[src/rtl/deserializador_fifo.sv]
// Serial-to-parallel receiver: assembles WIDTH-bit words from a qualified bit stream into a DEPTH-word FIFO.
// Optional even-parity framing is enabled by defining DESERIALIZADOR_PARITY_EN.
module deserializador_fifo #(
  parameter int WIDTH     = 8,
  parameter int DEPTH     = 4,
  parameter int MSB_FIRST = 0
) (
  input  logic                       clock_100KHz,
  input  logic                       reset,
  input  logic                       write_in,
  input  logic                       data_in,
  input  logic                       ack_in,
  output logic [WIDTH-1:0]           data_out,
  output logic                       data_ready,
  output logic                       status_out,
  output logic [$clog2(DEPTH+1)-1:0] level_out,
  output logic                       overflow_out,
  output logic                       parity_err_out
);

  localparam int CNT_W = $clog2(WIDTH);
  localparam int PTR_W = $clog2(DEPTH);
  localparam int LVL_W = $clog2(DEPTH + 1);

  localparam logic [CNT_W-1:0] CNT_LAST = CNT_W'(WIDTH - 1);
  localparam logic [LVL_W-1:0] LVL_FULL = LVL_W'(DEPTH);

`ifdef DESERIALIZADOR_PARITY_EN
  typedef enum logic [1:0] {IDLE = 2'd0, RECV = 2'd1, PAR = 2'd2} state_t;
`else
  typedef enum logic [1:0] {IDLE = 2'd0, RECV = 2'd1} state_t;
`endif

  state_t           r_state;
  state_t           w_state_nxt;
  logic [CNT_W-1:0] r_cnt;
  logic [CNT_W-1:0] w_cnt_nxt;
  logic [WIDTH-1:0] r_shift;
  logic [WIDTH-1:0] w_word;
  logic             w_capture;
  logic             w_push_req;
  logic [WIDTH-1:0] w_push_data;

  logic [WIDTH-1:0] r_mem [DEPTH];
  logic [PTR_W-1:0] r_wptr;
  logic [PTR_W-1:0] r_rptr;
  logic [LVL_W-1:0] r_level;
  logic             r_ovf;
  logic             w_empty;
  logic             w_full;
  logic             w_pop;
  logic             w_push;
  logic             w_drop;

  function automatic logic [CNT_W-1:0] f_bit_idx(input logic [CNT_W-1:0] cnt);
    if (MSB_FIRST != 0) return CNT_LAST - cnt;
    else                return cnt;
  endfunction

  // Word under construction with the current bit merged in
  always_comb begin
    w_word = r_shift;
    w_word[f_bit_idx(r_cnt)] = data_in;
  end

  always_comb begin
    w_state_nxt = r_state;
    w_cnt_nxt   = r_cnt;
    case (r_state)
      IDLE: begin
        if (write_in) begin
          w_state_nxt = RECV;
          w_cnt_nxt   = CNT_W'(1);
        end
      end
      RECV: begin
        if (!write_in) begin
          w_state_nxt = IDLE;
          w_cnt_nxt   = '0;
        end else if (r_cnt == CNT_LAST) begin
`ifdef DESERIALIZADOR_PARITY_EN
          w_state_nxt = PAR;
`else
          w_state_nxt = IDLE;
`endif
          w_cnt_nxt   = '0;
        end else begin
          w_cnt_nxt   = r_cnt + CNT_W'(1);
        end
      end
`ifdef DESERIALIZADOR_PARITY_EN
      PAR: begin
        w_state_nxt = IDLE;
        w_cnt_nxt   = '0;
      end
`endif
      default: begin
        w_state_nxt = IDLE;
        w_cnt_nxt   = '0;
      end
    endcase
  end

`ifdef DESERIALIZADOR_PARITY_EN
  logic r_perr;
  logic w_frame_end;
  logic w_par_bad;

  // The data word is complete in r_shift while the parity bit is on data_in
  always_comb begin
    w_capture   = write_in && (r_state != PAR);
    w_frame_end = write_in && (r_state == PAR);
    w_par_bad   = ^{r_shift, data_in};
    w_push_req  = w_frame_end && !w_par_bad;
    w_push_data = r_shift;
  end

  always_ff @(posedge clock_100KHz or negedge reset) begin
    if (!reset)                        r_perr <= 1'b0;
    else if (w_frame_end && w_par_bad) r_perr <= 1'b1;
  end

  assign parity_err_out = r_perr;
`else
  always_comb begin
    w_capture   = write_in;
    w_push_req  = write_in && (r_state == RECV) && (r_cnt == CNT_LAST);
    w_push_data = w_word;
  end

  assign parity_err_out = 1'b0;
`endif

  always_ff @(posedge clock_100KHz or negedge reset) begin
    if (!reset) begin
      r_state <= IDLE;
      r_cnt   <= '0;
    end else begin
      r_state <= w_state_nxt;
      r_cnt   <= w_cnt_nxt;
    end
  end

  always_ff @(posedge clock_100KHz) begin
    if (w_capture) r_shift <= w_word;
  end

  // FIFO: a full FIFO still accepts a word when the head is popped on the same edge
  always_comb begin
    w_empty = (r_level == '0);
    w_full  = (r_level == LVL_FULL);
    w_pop   = ack_in && !w_empty;
    w_push  = w_push_req && (!w_full || w_pop);
    w_drop  = w_push_req && w_full && !w_pop;
  end

  always_ff @(posedge clock_100KHz) begin
    if (w_push) r_mem[r_wptr] <= w_push_data;
  end

  always_ff @(posedge clock_100KHz or negedge reset) begin
    if (!reset) begin
      r_wptr  <= '0;
      r_rptr  <= '0;
      r_level <= '0;
      r_ovf   <= 1'b0;
    end else begin
      if (w_push) r_wptr <= r_wptr + PTR_W'(1);
      if (w_pop)  r_rptr <= r_rptr + PTR_W'(1);
      case ({w_push, w_pop})
        2'b10:   r_level <= r_level + LVL_W'(1);
        2'b01:   r_level <= r_level - LVL_W'(1);
        default: r_level <= r_level;
      endcase
      if (w_drop) r_ovf <= 1'b1;
    end
  end

  assign data_out     = w_empty ? '0 : r_mem[r_rptr];
  assign data_ready   = !w_empty;
  assign status_out   = w_full;
  assign level_out    = r_level;
  assign overflow_out = r_ovf;

endmodule

[config.mk]
export PLATFORM = sky130hd
export DESIGN_NAME = deserializador_fifo
export DESIGN_NICKNAME = d
export VERILOG_FILES = /design/src/rtl/deserializador_fifo.sv
export SDC_FILE = /design/constraint.sdc
export NUM_CORES = 1
export LEC_CHECK = 0
export CORE_MARGIN = 3
export CORE_UTILIZATION = 56
export CTS_CLUSTER_DIAMETER = 60
export CTS_CLUSTER_SIZE = 16
export DETAILED_ROUTE_END_ITERATION = 6
export PLACE_DENSITY = 0.87
export SLEW_MARGIN = 0
export SYNTH_ARGS = -nofsm -noshare
export SYNTH_HDL_FRONTEND = slang
export SYNTH_SLANG_ARGS = --single-unit
[constraint.sdc]
create_clock -name clock_100KHz -period 3.4 [get_ports clock_100KHz]
set_clock_uncertainty 0.1 [all_clocks]
set_input_delay 1.02 -clock clock_100KHz [delete_from_list [all_inputs] [get_ports clock_100KHz]]
set_output_delay 1.02 -clock clock_100KHz [all_outputs]
set_load 0.1 [all_outputs]
# Word level (Yosys, flattened, before mapping)
# Memories as Yosys holds them, arrays and structs flattened.
# Cells that the tools add are included.
# classes
add_sub_neg	5
order_cmp	2
eq_ne	7
n_mux	15
reduce_logical	15
# ops
operator	count
case mux 3 bit (2 select lines)	2
2-to-1 mux 3 bit	3
bitwise mux 8 bit	1
2-to-1 mux 8 bit	1
logical AND 1 bit	7
adder 3 x 1 -> 3 bit (second input constant)	2
== test 3 bit (second input constant)	2
2-to-1 mux 2 bit	3
adder 2 x 1 -> 2 bit (second input constant)	2
== test 2 x 1 -> 1 bit (second input constant)	2
< comparator 3 x 4 -> 1 bit (second input constant)	1
case mux 2 bit (2 select lines)	1
demux 1 bit (select 3 bit)	1
>= comparator 3 x 1 -> 1 bit (second input constant)	1
zero test 1 bit	3
zero test 3 bit	1
2-to-1 mux 1 bit	3
inequality test 3 bit (second input constant)	1
subtractor 3 x 1 -> 3 bit (second input constant)	1
== test 2 bit (second input constant)	1
zero test 2 bit	1
inequality test 2 bit (second input constant)	1
AND reduction 2 bit	1
nonzero test 2 bit	1
logical OR 1 bit	1
# totals
regBits	21
ram_bits	32
input_bits	5
output_inout_bits	15
elab_cells	52
mem_count	1
# memory_table
memory	depth	word_bits	rd	rd_clocked_by_memory_dff	wr	line	rtl
r_mem	4	8	1	0	1	44	logic [WIDTH-1:0] r_mem [DEPTH];

# Longest topological paths before layout
# depth
depth_word	7
ltp_mapped	9
ltp_nobuf	8

# Least setup slack after synthesis
# Ideal clock, no wire load.
# synth_timing
path_kind	reg2out
start	reg r_level[1] (netlist: level_out[1])
end	out data_out[0]
arrival_ps	3131
t_required_ps	2280
setup_slack_ps	-851
path_stages_with_launch	4
n_path_buf	1
path_cell_list	dfrtp_1 -> or3_1 -> clkbuf_1 -> and2_1
# synth_between
elab_chain_cells	2
# synth_lines
item	line	rtl
start, declared	47	logic [LVL_W-1:0] r_level;
start signal, assigned	171	2'b10: r_level <= r_level + LVL_W'(1);
start signal, assigned	172	2'b01: r_level <= r_level - LVL_W'(1);
start signal, assigned	173	default: r_level <= r_level;
zero test 3 bit	150	w_empty = (r_level == '0);
2-to-1 mux 8 bit	179	assign data_out = w_empty ? '0 : r_mem[r_rptr];
end, declared	13	output logic [WIDTH-1:0] data_out,
# No other way between the ends.

# Final worst setup path
# layout_timing
start	reg r_level[1] (netlist: level_out[1])
end	out data_out[5]
# Same word-level chain as after synthesis.

==> metrics.log <==
[metrics] cell count after synthesis: 153
[metrics] number of design rule violations left after detail routing: 0
[metrics] syn_nets: 165
[metrics] critical-path cell with the highest stage delay: sky130_fd_sc_hd__or3_1
[metrics] number of detailed-routing iterations run before antenna repair: 4
[metrics] buffers inserted by post-CTS timing repair: 0
[metrics] maximum number of pins on one net before global-route repair: 17
[metrics] die area: 4970 µm²
[metrics] main combinational cell family by area after synthesis: multiplexers
[metrics] area of all sequential standard cells: 1510 µm²
[metrics] clock buffers created by TritonCTS: 5
[metrics] final net count: 185
[metrics] antenna viol nets, final: 0
[metrics] Synth Area in XOR/XNOR: 1.88%
[metrics] Routed WL per cell: 18.6 µm
[metrics] reg-to-reg critical path endpoint: level_out[2]
[metrics] run status: completed
[metrics] setup repair after global routing missed its margin: no
[metrics] syn avg cell area: 15.2 µm²
[metrics] most common cell after layout, fill and taps aside: sky130_fd_sc_hd__edfxtp_1
[metrics] Clock Latency Late Sink: 0.31 ns
[metrics] Hold Vio Cnt, Final: 0
[metrics] Core Box Area: 3830 µm²
[metrics] number of top-level design ports: 20
[metrics] Num Clock Sinks: 52
[metrics] buffers from clock root to sink, at most: 2
[metrics] Syn-to-layout area delta: 17.6%
[metrics] Post-Synth Adder-Cell Area: 4.08%
[metrics] Row Count: 22
[metrics] WHS Endpoint: overflow_out
[metrics] count of hold-fix buffers inserted at cts: 0
[metrics] count of maximum capacitance violations: 0
[metrics] number of cells traversed by the worst hold path: 1
[metrics] overall overflow remaining after global route: 0
[metrics] post-DP HPWL: 2960 µm
[metrics] Min Clock Period, post-route: 2.98 ns
[metrics] critical setup path kind: reg2out
[metrics] Die Span Y: 70.5 µm
[metrics] crit start category: register
[metrics] # fillers: 236
[metrics] worst endpoint required time: 2.28 ns
[metrics] critical path, cell by cell: or3_1, and2_2, buf_4
[metrics] actual slew at the worst max-slew pin: 0.569 ns
[metrics] portion of synthesized cell area occupied by the leading cell type: 51.6%
[metrics] total vias in the final route: 1,355
[metrics] detailed-route vias per instance: 6.10
[metrics] simple logic cell fraction of the synthesized area: 11.0%
[metrics] number of inserted diodes: 0
[metrics] share of layout cells above drive strength 1: 32.2%
[metrics] Synth Cell Area: 2330 µm²
[metrics] number of cells traversed by the worst register-to-register path: 7
[metrics] share of the synthesized area in compound gates (AO/OA/AOI/OAI): 3.82%
[metrics] library cells used by synthesis: 35
[metrics] number of buffer and inverter stages on the critical path: 1
[metrics] type of the most critical hold path: reg2reg
[metrics] final max-slew violation count: 0
[metrics] final cycle utilization of the critical path: 87.6%
[metrics] Fin Setup TNS: 0 ns
[metrics] antenna violations before repair: 0
[metrics] routability congestion estimate: 0.788
[metrics] clock input transition at the sequential cells of the worst setup and hold paths: 0.09 ns
[metrics] warnings from Yosys: 0
[metrics] combined area of the multi-input logic cells: 785 µm²
[metrics] starting density of the core: 60.9%
[metrics] All-Layer GR Usage: 18.9%
[metrics] top library cells by usage in the layout, fill and taps aside: sky130_fd_sc_hd__edfxtp_1, sky130_fd_sc_hd__nand2_1, sky130_fd_sc_hd__buf_4, sky130_fd_sc_hd__mux2_2, sky130_fd_sc_hd__dfrtp_1
[metrics] max incr delay on CP: 0.59 ns
[metrics] most area-hungry cell type in the Yosys netlist: sky130_fd_sc_hd__edfxtp_1
[metrics] multiplexer area fraction after synthesis: 12.1%
[metrics] CP top delay family: simple AND/OR/NAND/NOR gates
[metrics] Hold Path Origin: overflow_out
[metrics] maximum frequency from static timing analysis: 336 MHz
[metrics] setup slack of the critical path after layout: 0.423 ns
[metrics] TritonCTS clock tree: done
[metrics] violation count after the first detailed-route iteration: 80
[metrics] worst path arrival time: 1.86 ns
[metrics] wire length after detailed routing: 4120 µm
[metrics] critical path peak fanout: 12
[metrics] Final setup violation count: 0
[metrics] most area-consuming cells after synthesis: sky130_fd_sc_hd__edfxtp_1, sky130_fd_sc_hd__dfrtp_1, sky130_fd_sc_hd__mux4_2, sky130_fd_sc_hd__mux2_2, sky130_fd_sc_hd__and2_1
[metrics] Slew headroom: 62.0%
[metrics] maximum level of the CTS H-tree: 2
[metrics] worst slack at placement: 0.351 ns
[metrics] Clk Tree Root Cell: sky130_fd_sc_hd__clkbuf_8
[metrics] flop-to-flop setup slack: 0.77 ns
[metrics] first-pass GRT wire length: 6840 µm
[metrics] I/O Buffers: 18
[metrics] element type at the critical path end: output pin
[metrics] number of resized instances in the post-cts repair step: 0
[metrics] number of global-route vias before repair: 1,368
[metrics] count of state elements after synthesis: 52
[metrics] Die X-Extent: 70.5 µm
[metrics] share of the yosys chip area belonging to registers: 64.5%
[metrics] Reg-to-Reg Start: r_cnt[0]
==> logic make-up (layout without fill, tap and decap cells) <==
group	Yosys count	after routing
flops	52	52
simple gates	46	46
mux	17	17
buf+inv	13	34
compound gates	12	12
fa+ha+maj	7	7
xor+xnor	5	5
other cells	1	1
==> layer usage <==
metal	vias to the layer above	wire length [µm]	GRT usage (%)
met5	-	0	0
met4	0	55	5.74
met3	6	244	6.04
met2	54	2290	33.3
met1	686	1530	21.8
li1	609	-	-
==> worst max-delay path by stage <==
stage                  from      endpoint  slack [ns]  depth (start not counted)
2_1_floorplan  level_out[1]   data_out[0]        0.21                          3
3_3_place_gp       write_in  level_out[2]        0.42                          6
3_5_place_dp       write_in  level_out[2]        0.35                          6
4_1_cts        level_out[1]   data_out[5]        0.40                          3
5_1_grt        level_out[1]   data_out[5]        0.32                          3
6_report       level_out[1]   data_out[5]        0.42                          3
==> state kept, by name, summed over array words and instances, names as in the netlist <==
register / count
r_state: 1
r_rptr: 2
r_shift: 8
r_wptr: 2
overflow_out: 1
level_out: 3
r_cnt: 3
r_mem: 32
==> worst register-to-register path, delay by kind of cell (launching register included) <==
family / cells / cell delay [ns]
AOI/OAI and AO/OA: 1 / 0.32
DFF: 1 / 0.51
adders and majority gates: 3 / 0.97
and+or+nand+nor: 3 / 0.62
==> synth_stat cells (all sizes together) <==
master and count:
a21boi 2, a21oi 3, a311o 1, a41o 1, and2 12, and2b 1
buf 4, clkbuf 5, conb 1, dfrtp 12, edfxtp 40, fa 1
ha 6, inv 4, mux2 9, mux4 8, nand2 11, nand2b 1
nand3 6, nand3b 1, nand4b 1, nor2 7, nor3 1, nor3b 2
nor4 1, o2111ai 1, o21a 1, o21ai 1, o221ai 2, or3 2
xnor2 4, xor2 1
==> final cells by class <==
| cell class | instances | share of cell area (%) |
|---|---|---|
| Clock buffer | 6 | 2.65 |
| Clock inverter | 2 | 1.42 |
| Inverter | 4 | 0.548 |
| Multi-Input combinational cell | 88 | 28.6 |
| Sequential cell | 52 | 55.0 |
| Tap cell | 48 | 2.19 |
| Timing Repair Buffer | 22 | 9.59 |
==> per-stage QoR <==
step / std cells / hold slack (ns) / cell area (µm²) / utilization (%)
2_1_floorplan: 153 / 0.428 / 2350 / -
3_5_place_dp: 214 / 0.368 / 2630 / 68.7
4_1_cts: 222 / 0.398 / 2740 / 71.6
5_1_grt: 222 / 0.427 / 2740 / 71.6
6_report: 222 / 0.389 / 2740 / 71.6
3_3_place_gp: 214 / 0.354 / 2630 / 68.7
Power is left out: the tool's default activity adds up to more than one toggle a clock period on the data nets, which glitch-free logic cannot reach.
